--- config.mk ---
export PLATFORM = sky130hd
export DESIGN_NAME = fetch_stage
export DESIGN_NICKNAME = d
export VERILOG_FILES = /design/src/rtl/fetch_stage.sv
export SDC_FILE = /design/constraint.sdc
export NUM_CORES = 1
export LEC_CHECK = 0
export ABC_AREA = 0
export CELL_PAD_IN_SITES_DETAIL_PLACEMENT = 0
export CELL_PAD_IN_SITES_GLOBAL_PLACEMENT = 1
export CORE_MARGIN = 2
export CORE_UTILIZATION = 30
export CTS_CLUSTER_DIAMETER = 50
export DETAILED_ROUTE_END_ITERATION = 12
export DONT_BUFFER_PORTS = 1
export PLACE_DENSITY_LB_ADDON = 0.1
export SYNTH_ARGS = -nofsm -noshare
export SYNTH_HDL_FRONTEND = slang
export SYNTH_SLANG_ARGS = --single-unit
--- constraint.sdc ---
create_clock -name clk -period 3.6 [get_ports clk]
set_input_delay 0.18 -clock clk [delete_from_list [all_inputs] [get_ports clk]]
set_output_delay 0.18 -clock clk [all_outputs]
set_load 0.05 [all_outputs]
--- src/rtl/fetch_stage.sv ---
// Instruction-fetch stage: owns the PC, drives a 1-cycle synchronous imem and
// holds the offered instruction across decode stalls. Optional: FETCH_MISALIGN_TRAP_EN.
module fetch_stage #(
  parameter logic [31:0] RESET_PC = 32'h4000_0000
) (
  input  logic        clk,
  input  logic        rst_n,
  input  logic        stall,
  input  logic        redirect,
  input  logic [31:0] redirect_pc,
  output logic [31:0] imem_addr,
  output logic        imem_re,
  input  logic [31:0] imem_dout,
  output logic [31:0] instr,
  output logic [31:0] pc,
  output logic        bubble,
  output logic        misalign_trap
);

  localparam logic [31:0] NOP = 32'h0000_0013;

`ifdef FETCH_MISALIGN_TRAP_EN
  typedef enum logic [1:0] {BOOT = 2'd0, RUN = 2'd1, HALT = 2'd2} state_e;
`else
  typedef enum logic [1:0] {BOOT = 2'd0, RUN = 2'd1} state_e;
`endif

  state_e      state_q;
  logic [31:0] pc_q;
  logic [31:0] hold_instr_q;
  logic        hold_valid_q;
  logic        halted_s;
  logic        redir_bad_s;
  logic        redir_ok_s;
  logic [31:0] redir_tgt_s;

`ifdef FETCH_MISALIGN_TRAP_EN
  logic trap_q;
  assign halted_s      = (state_q == HALT);
  assign redir_bad_s   = redirect && !halted_s && (redirect_pc[1:0] != 2'b00);
  assign redir_tgt_s   = redirect_pc;
  assign misalign_trap = trap_q;
`else
  assign halted_s      = 1'b0;
  assign redir_bad_s   = 1'b0;
  assign redir_tgt_s   = {redirect_pc[31:2], 2'b00};
  assign misalign_trap = 1'b0;
`endif

  // A misaligned redirect never reaches the memory; it only stops the stage.
  assign redir_ok_s = redirect && !halted_s && !redir_bad_s;
  assign pc         = pc_q;

  always_comb begin
    if (!rst_n) begin
      imem_addr = RESET_PC;
      imem_re   = 1'b1;
      bubble    = 1'b1;
      instr     = NOP;
    end else begin
      imem_re = !halted_s;
      if (redir_ok_s) begin
        imem_addr = redir_tgt_s;
      end else if (state_q == BOOT) begin
        imem_addr = pc_q;
      end else begin
        imem_addr = pc_q + 32'd4;
      end
      bubble = (state_q != RUN) || redirect;
      instr  = hold_valid_q ? hold_instr_q : imem_dout;
    end
  end

  always_ff @(posedge clk) begin
    if (!rst_n) begin
      state_q      <= BOOT;
      pc_q         <= RESET_PC;
      hold_valid_q <= 1'b0;
      hold_instr_q <= 32'h0000_0000;
`ifdef FETCH_MISALIGN_TRAP_EN
      trap_q       <= 1'b0;
`endif
    end else if (redir_bad_s) begin
`ifdef FETCH_MISALIGN_TRAP_EN
      state_q      <= HALT;
      trap_q       <= 1'b1;
`endif
      hold_valid_q <= 1'b0;
    end else if (redir_ok_s) begin
      state_q      <= RUN;
      pc_q         <= redir_tgt_s;
      hold_valid_q <= 1'b0;
    end else begin
      case (state_q)
        BOOT: begin
          state_q      <= RUN;
          hold_valid_q <= 1'b0;
        end
        RUN: begin
          if (stall) begin
            hold_instr_q <= instr;
            hold_valid_q <= 1'b1;
          end else begin
            pc_q         <= pc_q + 32'd4;
            hold_valid_q <= 1'b0;
          end
        end
`ifdef FETCH_MISALIGN_TRAP_EN
        HALT: begin
          state_q <= HALT;
        end
`endif
        default: begin
          state_q      <= BOOT;
          hold_valid_q <= 1'b0;
        end
      endcase
    end
  end

endmodule

==> results.py <==
metrics = {
    "run_status": {
        "status": "finished clean",
    },
    "setup_path": {
        "cp-start-kind": "register",
        "cp.arrival_ps": 2990,
        "path_max_fanout": 10,
        "worstPathRequired_ps": 3420,
        "startpoint": "pc[22]",
        "reg2reg_from": "pc[22]",
        "r2r-end": "pc[31]",
        "path_buf_inv": 1,
        "rrSetupSlack_ps": 1070,
        "crit_type": "reg -> out",
        "endpoint_kind": "output pin",
        "cp_top_family": "simple AND/OR/NAND/NOR gates",
        "rr_worst_depth": 4,
        "cpPeakStageDelay_ps": 780,
        "cp_cell_sequence": "nand4_1, or4_1, nor3_1, nor3_2, buf_4",
        "crit_slowest_cell": "or4_1",
    },
    "clocking": {
        "cts_buffer_depth": 2,
        "htree_levels": 3,
        "cts_tree": "done",
        "cts_setup_buffers": 0,
        "cts-buffers-inserted": 9,
        "cts.root.buffer_cell": "clkbuf_16",
        "cts_sinks": 64,
        "clk_latency_ps": 340,
        "clk_pin_slew_ps": 60,
        "cts_resized": 0,
    },
    "sta": {
        "period_share": 0.881,
        "finalHoldViolCount": 0,
        "tns_ps": 0,
        "worstMarginPinSlew_ps": 1150,
        "slew_headroom": 0.233,
        "clock_skew_ps": 9.80,
        "slew_viol_final": 0,
        "finalCriticalPeriod_ps": 3170,
        "setup_violations": 0,
        "clock.fmax_mhz": 315,
        "rsz0062_at_grt": "false",
    },
    "logic_synthesis": {
        "yosysUniqueCellTypes": 46,
        "synth_area_per_cell_um2": 7.54,
        "syn_inst": 572,
        "synth.cell_area_um2": 4310,
        "ys_seq_elements": 64,
        "ys_seq_area_frac": 0.297,
        "yosysWarningCount": 0,
    },
    "detailed_routing": {
        "post-route-drc-count": 0,
        "drt-initial-drc-count": 207,
        "dr.pass1.iters": 4,
        "wl_mm": 14.8,
        "ant_nets": 0,
        "dr_total_vias": 4411,
        "via_per_inst": 5.46,
        "wl_per_cell_um": 18.3,
    },
    "power_and_ir_drop": {
        "pwr-share-clk": 0.391,
        "p_sw_mw": 0.774,
        "p_sw_frac": 0.352,
        "p_int_mw": 1.43,
        "p_per_area_nw_per_um2": 410,
        "peakVddDrop_mv": 0.188,
        "total_leakage_power_nw": 1.82,
        "power_frac_seq": 0.361,
        "p_comb_frac": 0.248,
    },
    "cells_and_area": {
        "syn_to_final_growth_pct": 24.6,
        "layout.cells.non_filler": 808,
        "drive_above_1_share": 0.207,
        "nFillCells": 1433,
        "final_nets": 692,
    },
    "placement": {
        "place_congestion": 0.779,
        "dp_cells": 789,
        "portBuffers": 0,
        "place_hpwl_mm": 9.99,
    },
    "hold_path": {
        "hold_depth": 2,
        "hp-class": "in -> reg",
        "hold_end": "pc[7]",
        "hold_path_startpoint": "rst_n",
    },
    "die": {
        "start_util": 0.308,
        "dieWidth_um": 124,
        "dieArea_um2": 15400,
        "io_pins": 167,
        "fp.dieH_um": 124,
        "core_um2": 14000,
        "core.rowCount": 43,
    },
    "grt": {
        "grt_max_degree": 67,
        "grt_pass1_wl_mm": 22.3,
        "gr-usage-all-layers": 0.191,
        "grt_pass1_vias": 4077,
        "overflow": 0,
        "antenna_found_initial": 1,
    },
    "run": {
        "maxCapViolCount": 0,
    },
}
==> sequential cells by signal, indices dropped and copies added (netlist names) <==
| signal | count |
|---|---|
| hold_instr_q | 32 |
| hold_valid_q | 1 |
| pc | 30 |
| state_q | 1 |
==> what timing repair did <==
action	in CTS	in global routing
hold buffers	3	0
endpoints found under the hold margin	35	0
setup endpoints to repair	0	0
==> placed cells by master, fill, tap and decap left out, types with 4 or more instances in the layout <==
| cell | synthesis | routed |
|---|---|---|
| a311oi_2 | 0 | 4 |
| a21boi_0 | 32 | 32 |
| conb_1 | 2 | 6 |
| nor2_1 | 11 | 11 |
| nor3_2 | 0 | 8 |
| xor2_1 | 8 | 8 |
| or3_1 | 6 | 6 |
| mux2i_1 | 33 | 33 |
| nor3_1 | 30 | 22 |
| nand3_1 | 9 | 9 |
| a311oi_1 | 12 | 8 |
| nor4_1 | 15 | 15 |
| or4_1 | 7 | 7 |
| a21oi_1 | 30 | 30 |
| and4_1 | 4 | 4 |
| or2_2 | 5 | 5 |
| xnor2_1 | 11 | 11 |
| nand2_1 | 95 | 95 |
| a211oi_1 | 10 | 10 |
| o21ai_0 | 33 | 33 |
| buf_4 | 6 | 88 |
| and3_1 | 8 | 8 |
| clkbuf_16 | 0 | 9 |
| dfxtp_1 | 64 | 63 |
| o31ai_1 | 5 | 5 |
| a31oi_1 | 12 | 12 |
| nand4_1 | 10 | 10 |
| and2_1 | 4 | 4 |
| nor2b_1 | 34 | 34 |
==> metrics by stage <==
step / total power, mW / instance area [µm²] / util / setup slack, ps / hold WS, ps
6_report: 2.20 / 5370 / 0.384 / 427 / 52.2
5_1_grt: 2.30 / 5370 / 0.384 / 292 / 47.3
4_1_cts: 2.23 / 5370 / 0.384 / 431 / 19.6
3_5_place_dp: 1.35 / 5040 / 0.361 / 807 / 219
3_3_place_gp: 1.34 / 5040 / 0.361 / 803 / 218
2_1_floorplan: 1.22 / 4330 / - / 400 / 333
==> cells in the mapped netlist, drive strengths merged <==
| library cell | instances | area, µm² |
|---|---|---|
| a211oi | 10 | 75.1 |
| a21boi | 32 | 240 |
| a21oi | 30 | 150 |
| a311oi | 12 | 105 |
| a31oi | 12 | 75.1 |
| a41o | 2 | 20.0 |
| a41oi | 2 | 17.5 |
| and2 | 5 | 31.3 |
| and3 | 8 | 50.1 |
| and4 | 4 | 35.0 |
| buf | 16 | 95.1 |
| clkbuf | 39 | 146 |
| clkinv | 1 | 3.75 |
| conb | 2 | 7.51 |
| dfxtp | 64 | 1280 |
| ha | 1 | 12.5 |
| inv | 2 | 7.51 |
| mux2i | 33 | 330 |
| nand2 | 95 | 357 |
| nand2b | 1 | 6.26 |
| nand3 | 9 | 45.0 |
| nand4 | 13 | 109 |
| nor2 | 11 | 41.3 |
| nor2b | 34 | 213 |
| nor3 | 30 | 150 |
| nor3b | 3 | 22.5 |
| nor4 | 17 | 119 |
| nor4bb | 1 | 10.0 |
| o21ai | 33 | 165 |
| o21bai | 1 | 7.51 |
| o221ai | 3 | 26.3 |
| o31ai | 5 | 37.5 |
| o41ai | 1 | 8.76 |
| or2 | 6 | 37.5 |
| or3 | 6 | 37.5 |
| or3b | 1 | 8.76 |
| or4 | 7 | 52.6 |
| or4b | 1 | 10.0 |
| xnor2 | 11 | 96.3 |
| xor2 | 8 | 70.1 |
==> power groups by stage <==
stage          clock network (mW)  registers [mW]  logic, mW
2_1_floorplan                   0           0.868      0.357
3_3_place_gp                    0           0.810      0.534
3_5_place_dp                    0           0.810      0.538
4_1_cts                     0.890           0.795      0.550
5_1_grt                     0.914           0.800      0.582
6_report                    0.862           0.795      0.546
==> area by class of cell <==
cell class,instances,area (µm²),share of cell area
antenna,1,2.50,0.000466
clock buffer,9,225,0.0419
clock inverter,6,61.3,0.0114
inverter,3,11.3,0.00210
multi-input combinational,454,2870,0.533
sequential,64,1280,0.239
tap,180,225,0.0419
timing repair buffer,91,701,0.130
==> how the worst max path moves through the flow <==
stage / endpoint / slack [ps] / depth (start not counted)
finish: imem_addr[31] / 430 / 5
global route: imem_addr[22] / 290 / 5
CTS: imem_addr[22] / 430 / 5
detailed placement: imem_addr[22] / 810 / 5
global placement: imem_addr[22] / 800 / 5
floorplan: imem_addr[23] / 400 / 5
==> per-layer routing <==
metal	share of wire	wire (µm)	global-route usage
met5	0	0	0
met4	0.0095	141	0.0456
met3	0.079	1170	0.0582
met2	0.48	7040	0.326
met1	0.44	6430	0.234
==> cell families (layout without fill, tap and decap cells) <==
group | Yosys count | count (layout) | share of synthesized area
adder cells (fa/ha/maj) | 1 | 1 | 0.00290
AO/OA/AOI/OAI | 143 | 143 | 0.215
buffers and inverters | 58 | 109 | 0.0586
other | 2 | 7 | 0.00174
XOR/XNOR | 19 | 19 | 0.0386
flip-flops | 64 | 64 | 0.297
AND/OR/NAND/NOR | 252 | 252 | 0.309
multiplexers | 33 | 33 | 0.0766
No activity file was read; power rests on OpenSTA's default activity.
